$ cat config.mk
export PLATFORM = sky130hd
export DESIGN_NAME = fpu_wb_sched
export DESIGN_NICKNAME = d
export VERILOG_FILES = /design/src/rtl/fpu_pkg.sv /design/src/rtl/fpu_wb_fifo.sv /design/src/rtl/fpu_wb_sched.sv
export SDC_FILE = /design/constraint.sdc
export NUM_CORES = 1
export LEC_CHECK = 0
export ABC_AREA = 1
export CORE_UTILIZATION = 59
export DETAILED_ROUTE_END_ITERATION = 6
export PLACE_DENSITY = 0.9
export SLEW_MARGIN = 20
export SYNTH_ARGS = -nofsm -noshare
export SYNTH_HDL_FRONTEND = slang
export SYNTH_SLANG_ARGS = --single-unit
$ cat constraint.sdc
create_clock -name clk -period 12 [get_ports clk]
set_clock_uncertainty 0.2 [all_clocks]
set_input_delay 1.8 -clock clk [delete_from_list [all_inputs] [get_ports clk]]
set_output_delay 1.8 -clock clk [all_outputs]
set_load 0.02 [all_outputs]
$ cat src/rtl/fpu_pkg.sv
// Shared types and constants for the FPU write-back scheduler: requester IDs,
// register index width, the write-request record and the scoreboard mask helper.
package fpu_pkg;

    localparam int NREQ    = 3;
    localparam int REQ_ADD = 0;
    localparam int REQ_MUL = 1;
    localparam int REQ_LD  = 2;
    localparam int RIDX_W  = 4;
    localparam int NBUSY   = 32;

    typedef struct packed {
        logic [RIDX_W-1:0] wa;
        logic              a3;
        logic              sod;
        logic [63:0]       wd;
    } wreq_t;

    // Busy bits are indexed {reg, half}; a double covers both halves of reg.
    function automatic logic [NBUSY-1:0] half_mask(input logic [RIDX_W-1:0] ra,
                                                   input logic a,
                                                   input logic sod);
        logic [NBUSY-1:0] m;
        m = '0;
        if (sod) begin
            m[{ra, 1'b0}] = 1'b1;
            m[{ra, 1'b1}] = 1'b1;
        end else begin
            m[{ra, a}] = 1'b1;
        end
        return m;
    endfunction

endpackage

$ cat src/rtl/fpu_wb_fifo.sv
// Per-requester write buffer: registered full/empty, head visible combinationally.
module fpu_wb_fifo
    import fpu_pkg::*;
#(
    parameter int DEPTH = 2
) (
    input  logic  clk,
    input  logic  reset,
    input  logic  push,
    input  logic  pop,
    input  wreq_t din,
    output wreq_t head,
    output logic  full,
    output logic  empty
);

    localparam int AW = $clog2(DEPTH);
    localparam logic [AW:0] DEPTH_C = (AW+1)'(DEPTH);

    wreq_t          mem [DEPTH];
    logic [AW-1:0]  wr_ptr;
    logic [AW-1:0]  rd_ptr;
    logic [AW:0]    count;
    logic [AW:0]    count_nxt;
    logic           do_push;
    logic           do_pop;

    assign do_push = push & ~full;
    assign do_pop  = pop & ~empty;
    assign head    = mem[rd_ptr];

    always_comb begin
        count_nxt = count;
        if (do_push && !do_pop) begin
            count_nxt = count + 1'b1;
        end else if (do_pop && !do_push) begin
            count_nxt = count - 1'b1;
        end
    end

    always_ff @(posedge clk) begin
        if (do_push) begin
            mem[wr_ptr] <= din;
        end
    end

    // Full is registered from the next count, so a pop on a full buffer frees a slot only next cycle.
    always_ff @(posedge clk) begin
        if (reset) begin
            wr_ptr <= '0;
            rd_ptr <= '0;
            count  <= '0;
            full   <= 1'b0;
            empty  <= 1'b1;
        end else begin
            if (do_push) begin
                wr_ptr <= wr_ptr + 1'b1;
            end
            if (do_pop) begin
                rd_ptr <= rd_ptr + 1'b1;
            end
            count <= count_nxt;
            full  <= (count_nxt == DEPTH_C);
            empty <= (count_nxt == '0);
        end
    end

endmodule

$ cat src/rtl/fpu_wb_sched.sv
// FPU register-file write-back scheduler: three buffered producers, round-robin onto one
// write port, plus a {reg,half} pending-write scoreboard. FPU_WB_PERF_EN enables conflict_cnt.
module fpu_wb_sched
    import fpu_pkg::*;
#(
    parameter int DEPTH = 2
) (
    input  logic                         clk,
    input  logic                         reset,
    input  logic [NREQ-1:0]              req_valid,
    output logic [NREQ-1:0]              req_ready,
    input  logic [NREQ-1:0][RIDX_W-1:0]  req_wa,
    input  logic [NREQ-1:0]              req_a3,
    input  logic [NREQ-1:0]              req_sod,
    input  logic [NREQ-1:0][63:0]        req_wd,
    input  logic                         rsv_valid,
    input  logic [RIDX_W-1:0]            rsv_wa,
    input  logic                         rsv_a3,
    input  logic                         rsv_sod,
    input  logic [1:0][RIDX_W-1:0]       q_ra,
    input  logic [1:0]                   q_a,
    input  logic [1:0]                   q_sod,
    output logic [1:0]                   q_busy,
    output logic                         we3,
    output logic [RIDX_W-1:0]            wa3,
    output logic                         A3,
    output logic                         sod,
    output logic [63:0]                  wd3,
    output logic [15:0]                  conflict_cnt
);

    logic [NREQ-1:0]  full;
    logic [NREQ-1:0]  empty;
    logic [NREQ-1:0]  nonempty;
    logic [NREQ-1:0]  push;
    logic [NREQ-1:0]  pop;
    wreq_t            din  [NREQ];
    wreq_t            head [NREQ];

    logic [1:0]       last_grant;
    logic [1:0]       gnt_idx;
    logic [1:0]       cand;
    logic             gnt;
    wreq_t            sel;
    wreq_t            hold;
    logic [NBUSY-1:0] busy;
    logic [NBUSY-1:0] clr_mask;
    logic [NBUSY-1:0] rsv_mask;

    for (genvar i = 0; i < NREQ; i++) begin : g_buf
        assign din[i]  = '{wa: req_wa[i], a3: req_a3[i], sod: req_sod[i], wd: req_wd[i]};
        assign push[i] = req_valid[i] & ~full[i];

        fpu_wb_fifo #(.DEPTH(DEPTH)) u_fifo (
            .clk   (clk),
            .reset (reset),
            .push  (push[i]),
            .pop   (pop[i]),
            .din   (din[i]),
            .head  (head[i]),
            .full  (full[i]),
            .empty (empty[i])
        );
    end

    assign req_ready = ~full;
    assign nonempty  = ~empty;
    assign gnt       = |nonempty;

    // Scan from farthest to nearest so the first non-empty after last_grant wins.
    always_comb begin
        gnt_idx = last_grant;
        cand    = last_grant;
        for (int k = NREQ; k >= 1; k--) begin
            cand = 2'((int'(last_grant) + k) % NREQ);
            if (nonempty[cand]) begin
                gnt_idx = cand;
            end
        end
    end

    always_comb begin
        sel = head[0];
        pop = '0;
        for (int i = 0; i < NREQ; i++) begin
            if (gnt_idx == 2'(i)) begin
                sel    = head[i];
                pop[i] = gnt;
            end
        end
    end

    // Buffered writes must never reach the regfile while reset is flushing them.
    assign we3 = gnt & ~reset;
    assign wa3 = gnt ? sel.wa  : hold.wa;
    assign A3  = gnt ? sel.a3  : hold.a3;
    assign sod = gnt ? sel.sod : hold.sod;
    assign wd3 = gnt ? sel.wd  : hold.wd;

    assign clr_mask = gnt ? half_mask(sel.wa, sel.a3, sel.sod) : '0;
    assign rsv_mask = rsv_valid ? half_mask(rsv_wa, rsv_a3, rsv_sod) : '0;

    // Reserve is OR-ed after the clear so a same-edge reserve keeps the bit set.
    always_ff @(posedge clk) begin
        if (reset) begin
            last_grant <= 2'd2;
            hold       <= '0;
            busy       <= '0;
        end else begin
            if (gnt) begin
                last_grant <= gnt_idx;
                hold       <= sel;
            end
            busy <= (busy & ~clr_mask) | rsv_mask;
        end
    end

    for (genvar k = 0; k < 2; k++) begin : g_query
        assign q_busy[k] = |(busy & half_mask(q_ra[k], q_a[k], q_sod[k]));
    end

`ifdef FPU_WB_PERF_EN
    logic multi;
    assign multi = (nonempty[0] & nonempty[1]) | (nonempty[0] & nonempty[2]) |
                   (nonempty[1] & nonempty[2]);

    always_ff @(posedge clk) begin
        if (reset) begin
            conflict_cnt <= '0;
        end else if (multi && (conflict_cnt != 16'hFFFF)) begin
            conflict_cnt <= conflict_cnt + 1'b1;
        end
    end
`else
    assign conflict_cnt = '0;
`endif

endmodule

* After elaboration in Yosys (flattened, before gate mapping)
Memory sizes are Yosys's and may differ from the RTL's. A register that Yosys moved wholly into a read port is not among the register bits.
Cells that the tools add are included.
** Operators by class
- $add $sub $neg :: 15
- Div/mod/pow operators :: 3
- Order comparisons :: 27
- Equal/unequal tests :: 5
- Muxes and demuxes :: 66
- Bitwise gates (word level) :: 28
- Reduce and logical (&&, ||, !) cells :: 31
** Operators by type and width (count)
- 2-to-1 mux 32 bit :: 6
- 2-to-1 mux 70 bit :: 2
- OR 31 x 32 -> 32 bit :: 4
- bitwise AND 32 bit :: 3
- remainder unit 32 x 3 -> 32 bit (second input constant) :: 3
- less-than comparator 5 x 6 -> 1 bit (second input constant) :: 12
- 2-to-1 mux 64 bit :: 1
- OR reduction 32 bit :: 2
- >= comparator 5 x 1 -> 1 bit (second input constant) :: 12
- demux 1 bit (select 4 bit) :: 8
- 2-to-1 mux 1 bit :: 32
- NOT 32 bit :: 1
- OR 32 bit :: 1
- demux 1 bit (select 5 bit) :: 4
- logical AND 1 bit :: 18
- 2-to-1 mux 2 bit :: 9
- bitwise AND 1 bit :: 10
- less-than comparator 2 x 3 -> 1 bit (second input constant) :: 3
- == test 2 bit (second input constant) :: 4
- zero test 2 bit :: 4
- NOT 1 bit :: 7
- adder 1 bit (second input constant) :: 6
- adder 2 x 1 -> 2 bit (second input constant) :: 3
- adder 2 x 2 -> 3 bit (second input constant) :: 2
- other kinds (8) :: 18
** Storage, ports and cells
- Bits in registers :: 122
- Memory bits (writable) :: 420
- Output and inout bits :: 92
- Logic and storage cells :: 199
- Memories kept :: 3
** Memory list
- g_buf[0].u_fifo.mem :: depth 2, width 70, read ports 1, clocked after memory_dff 1, wr ports 1, RTL line fpu_wb_fifo.sv:20 : wreq_t mem [DEPTH];
- g_buf[1].u_fifo.mem :: depth 2, width 70, read ports 1, clocked after memory_dff 1, wr ports 1, RTL line fpu_wb_fifo.sv:20
- g_buf[2].u_fifo.mem :: depth 2, width 70, read ports 1, clocked after memory_dff 1, wr ports 1, RTL line fpu_wb_fifo.sv:20

* Logic depth before layout (Yosys ltp)
- Depth after elaboration :: 20
- Gate-level depth with buffers :: 21

* Cells and area by module
From an unflattened synthesis, not the netlist that was laid out.
** Second synthesis, totals
- Cell total of the unflattened synthesis :: 1892
- Area, all modules :: 24029.3 um2
** By module, submodules not included
- fpu_wb_fifo :: instances 3, cells each 260, area an instance 5694.2 um2
- fpu_wb_sched :: instances 1, cells each 1112, area an instance 6946.7 um2

* Least setup slack after synthesis
No wires, ideal clock.
- Path type :: input -> register
- Start point :: input req_valid[1]
- End point :: memory g_buf[1].u_fifo.mem[1][0] (netlist bit) (enable)
- Data arrival time :: 4.857 ns
- Required time :: 11.300 ns
- Setup slack :: 6.443 ns
- Cell stages on the path :: 2
- Path through :: nand2_1 nor2_1
** On the way
- Longest elaborated chain between the ends :: 4
** Ends and longest elaborated chain
- start: declaration :: RTL line fpu_wb_sched.sv:10 : input logic [NREQ-1:0] req_valid,
- bitwise AND 1 bit :: RTL line fpu_wb_sched.sv:52 : assign push[i] = req_valid[i] & ~full[i];
- bitwise AND 1 bit :: RTL line fpu_wb_fifo.sv:28 : assign do_push = push & ~full;
- 2-to-1 mux 1 bit :: RTL line fpu_wb_fifo.sv:42 : if (do_push) begin
- 2-to-1 mux 1 bit (implied by the code) :: RTL line fpu_wb_fifo.sv:43 : mem[wr_ptr] <= din;
- end: declaration :: RTL line fpu_wb_fifo.sv:20
No other way between the ends.

* Final worst setup path
- Start point :: register last_grant[0]
- End point :: output wd3[23]
** On the way
- Longest elaborated chain between the ends :: 11
- Elaborated cells between the ends (all ways) :: 20
- Those cells by class :: 3 x add/sub; 3 x div; 2 x eq/ne; 12 x mux
** Ends and longest elaborated chain
- start: declaration :: RTL line fpu_wb_sched.sv:40 : logic [1:0] last_grant;
- start signal: assignment :: RTL line fpu_wb_sched.sv:111 : last_grant <= gnt_idx;
- adder 2 x 2 -> 3 bit :: RTL line fpu_wb_sched.sv:75 : cand = 2'((int'(last_grant) + k) % NREQ);
- remainder unit 32 x 3 -> 32 bit :: RTL line fpu_wb_sched.sv:75
- binary-select mux 1 bit (select 2 bit) :: RTL line fpu_wb_sched.sv:76 : if (nonempty[cand]) begin
- 2-to-1 mux 1 bit (implied by the code) :: RTL line fpu_wb_sched.sv:76
- 2-to-1 mux 2 bit (2 in series) :: RTL line fpu_wb_sched.sv:76
- 2-to-1 mux 2 bit * :: RTL line fpu_wb_sched.sv:76
- == test 2 x 1 -> 1 bit :: RTL line fpu_wb_sched.sv:86 : if (gnt_idx == 2'(i)) begin
- 2-to-1 mux 70 bit :: RTL line fpu_wb_sched.sv:86
- 2-to-1 mux 70 bit * :: RTL line fpu_wb_sched.sv:86
- 2-to-1 mux 64 bit * :: RTL line fpu_wb_sched.sv:98 : assign wd3 = gnt ? sel.wd : hold.wd;
- end: declaration :: RTL line fpu_wb_sched.sv:28 : output logic [63:0] wd3,
Every way passes the cells marked *; elsewhere a longest branch is shown, timed or not. The select of a mux whose other input is x is not followed.

==> flow_summary.json <==
{
  "grt_pass1_wl_um": 100300,
  "vdd_drop_max_mv": 0.3269,
  "crit_path_start": "last_grant[0]",
  "io_pins": 326,
  "wl_met1_um": 23260,
  "h-tree-depth": 2,
  "core_um2": 36870,
  "dieArea_um2": 38470,
  "yosys.area.top_type": "edfxtp_1",
  "violations": "DRC",
  "num_rows": 70,
  "crit_path_end_kind": "output pin",
  "netlist_area_um2": 22230,
  "r2r-start": "last_grant[0]",
  "synthFlopType": "edfxtp_1",
  "routabilityCongestion": 0.9258,
  "drt-total-wl_um": 67030,
  "fin_crit_sh_pct": 55.93,
  "grt_pass1_vias": 17780,
  "grt_max_degree": 90,
  "clk_pin_slew_worst_paths_ns": 0.06,
  "dp_hpwl_um": 39980,
  "fin_tns_setup_ns": 0,
  "r2r-end": "busy[0]",
  "post-route-util_pct": 75.00,
  "r2r_slack_ns": 7.72,
  "yosys.cell_types.count": 47,
  "min_path_type": "flop to flop",
  "total_power_mw": 9.082,
  "clockBufferDepth": 3,
  "syn_inst": 1983,
  "final_cell_area_um2": 27660,
  "routedWlPerCell_um": 23.72,
  "ys_seq_area_share_pct": 67.98,
  "io_buffers": 309,
  "drtIter0Drc": 2139,
  "fmax_mhz": 149.0,
  "crit_end": "wd3[23]",
  "drcViolationCount": 2,
  "synth_warnings": 0,
  "cts_resized": 0,
  "critPathRequiredTime_ns": 10.00,
  "grt_setup_unrepaired": "false",
  "async_reset_ff_share_pct": 0,
  "nNetsFinal": 2501,
  "synth-seq-cells": 545,
  "start_kind": "flop",
  "maxCapViolCount": 0,
  "vias_per_cell": 6.136,
  "cellLeakagePower_nw": 10.04,
  "avgSynthCellArea_um2": 11.21,
  "critPathArrivalTime_ns": 4.71,
  "dr.max_layer_used": "met5",
  "root_buffer": "clkbuf_16",
  "final_cell_mix": "edfxtp_1 (420), nor2_1 (348), clkdlybuf4s50_1 (308)",
  "setup-violations-final": 0,
  "reg2reg_depth": 18,
  "hold_viol": 0,
  "min_period_ns": 6.711,
  "drive_gt1_share_pct": 7.806,
  "met3WireLength_um": 7103,
  "cts.sinks": 545,
  "cts_tree": "done",
  "placedInstanceArea_um2": 25710,
  "slew_viol_final": 0,
  "synth_edf_count": 420,
  "cts_made_buffers": 51,
  "dr_total_vias": 17340,
  "pwr_density_cell_nw_per_um2": 328.4,
  "ant_nets": 0,
  "crit_type": "flop to output pin",
  "clk_latency_ns": 0.57,
  "hold_buffers": 0,
  "cts_setup_buffers": 0,
  "die_h_um": 196.1,
  "first_pass_iters": 7,
  "gr-total-overflow": 0,
  "tightestPinTransition_ns": 1.148,
  "fill_cells": 2245,
  "crit_path_max_fanout": 89,
  "met2WireLength_um": 32820,
  "min_from": "hold[68]",
  "synth_top_area_share_pct": 56.72,
  "grtUsageTotal_pct": 34.63,
  "dieWidth_um": 196.1,
  "ys_top_cells_by_area": "edfxtp_1 (57%), dfxtp_1 (11%), nor2_1 (6.0%)",
  "antenna_found_initial": 19,
  "status": "finished, violations left",
  "initial_core_util_pct": 60.30,
  "slew_headroom_pct": 23.48,
  "layout_commonest_cell": "edfxtp_1",
  "syn_to_final_growth_pct": 24.38,
  "holdWs_ns": 0.2717
}
cell families (layout without fill, tap and decap cells):
logic type | after synthesis | count (layout) | synth area share, %
xor+xnor | 5 | 5 | 0.1970
simple gates | 802 | 802 | 14.77
fa+ha+maj | 3 | 3 | 0.1688
buf+inv | 198 | 506 | 3.810
other cells | 1 | 32 | 0.01687
flops | 545 | 545 | 67.98
compound gates | 326 | 326 | 8.239
mux | 103 | 103 | 4.823
sequential cells by signal (all words and copies together) (netlist names), named ones only:
| register | cells |
|---|---|
| g_buf.u_fifo.full | 3 |
| g_buf.u_fifo.empty | 3 |
| hold | 70 |
| busy | 32 |
| last_grant | 2 |
| g_buf.u_fifo.rd_ptr | 3 |
| g_buf.u_fifo.wr_ptr | 3 |
| g_buf.u_fifo.mem | 420 |
| g_buf.u_fifo.count | 6 |
worst min-delay path by stage:
stage,end,slack (ns),depth (start not counted)
final,hold[68],0.27,2
after global routing,hold[69],0.30,2
after CTS,hold[68],0.27,2
after detailed placement,hold[68],0.26,2
after global placement,flop,0.25,2
after floorplan,hold[68],0.23,2
Yosys cell counts, types with 2 or more instances:
library cell,instances
edfxtp_1,420
nor2_1,354
nand2_1,282
dfxtp_1,125
a21oi_1,118
o21ai_0,113
nand3_1,102
clkbuf_1,74
inv_1,74
mux2i_1,70
nor3_1,41
a31oi_1,33
mux2_2,33
o31ai_1,33
buf_2,17
buf_4,16
o21ai_1,10
inv_2,7
buf_1,6
nand2_2,5
nor2_2,4
buf_6,3
ha_1,3
nor2_4,3
nor3_2,3
o221ai_1,3
xor2_1,3
a211oi_1,2
a21oi_2,2
nand4_1,2
nor4_1,2
o2111ai_1,2
o21a_1,2
o32ai_1,2
xnor2_1,2
report_power, final:
part	leakage (nW)	total (mW)	switching (mW)	internal [mW]
registers	4.96	2.61	0.195	2.41
logic	4.15	4.66	3.10	1.56
clock network	0.933	1.82	0.700	1.12
total	10.0	9.08	4.00	5.09
through the flow:
step,worst slack (ns),std cells
floorplan,6.443,1998
global placement,5.510,2714
detailed placement,5.591,2715
CTS,5.344,2810
global route,5.024,2822
finish,5.289,2826
critical path: stages (launching register included):
cell and delay (ns):
dfxtp_1 0.36, inv_1 0.07, ha_1 0.39, inv_1 0.10
nor3_2 0.18, nor2_1 0.10, nand3_1 0.10, nand2_1 0.07
nand2_2 0.09, nand2_2 0.15, nand2_4 0.26, buf_4 0.85
a21oi_1 0.15, o21ai_1 0.19, nand3_1 0.17, nand2_1 0.17
clkdlybuf4s50_1 0.63
area by class of cell:
| class | instances | area [um2] | area share, % |
|---|---|---|---|
| Antenna cell | 16 | 40.04 | 0.1448 |
| Timing Repair Buffer | 329 | 3253 | 11.76 |
| Multi-Input combinational cell | 1255 | 6389 | 23.10 |
| Clock inverter | 26 | 441.7 | 1.597 |
| Inverter | 82 | 309.0 | 1.117 |
| Tap cell | 504 | 630.6 | 2.280 |
| Clock buffer | 69 | 1466 | 5.302 |
| Sequential cell | 545 | 15130 | 54.69 |
layer usage:
metal / global-route usage [%] / vias up
met4: 20.20 / 6
met1: 42.23 / 8285
met2: 57.45 / 1245
met5: 0 / -
met3: 7.100 / 273
li1: - / 7530
Power figures use the tool's default switching activity.
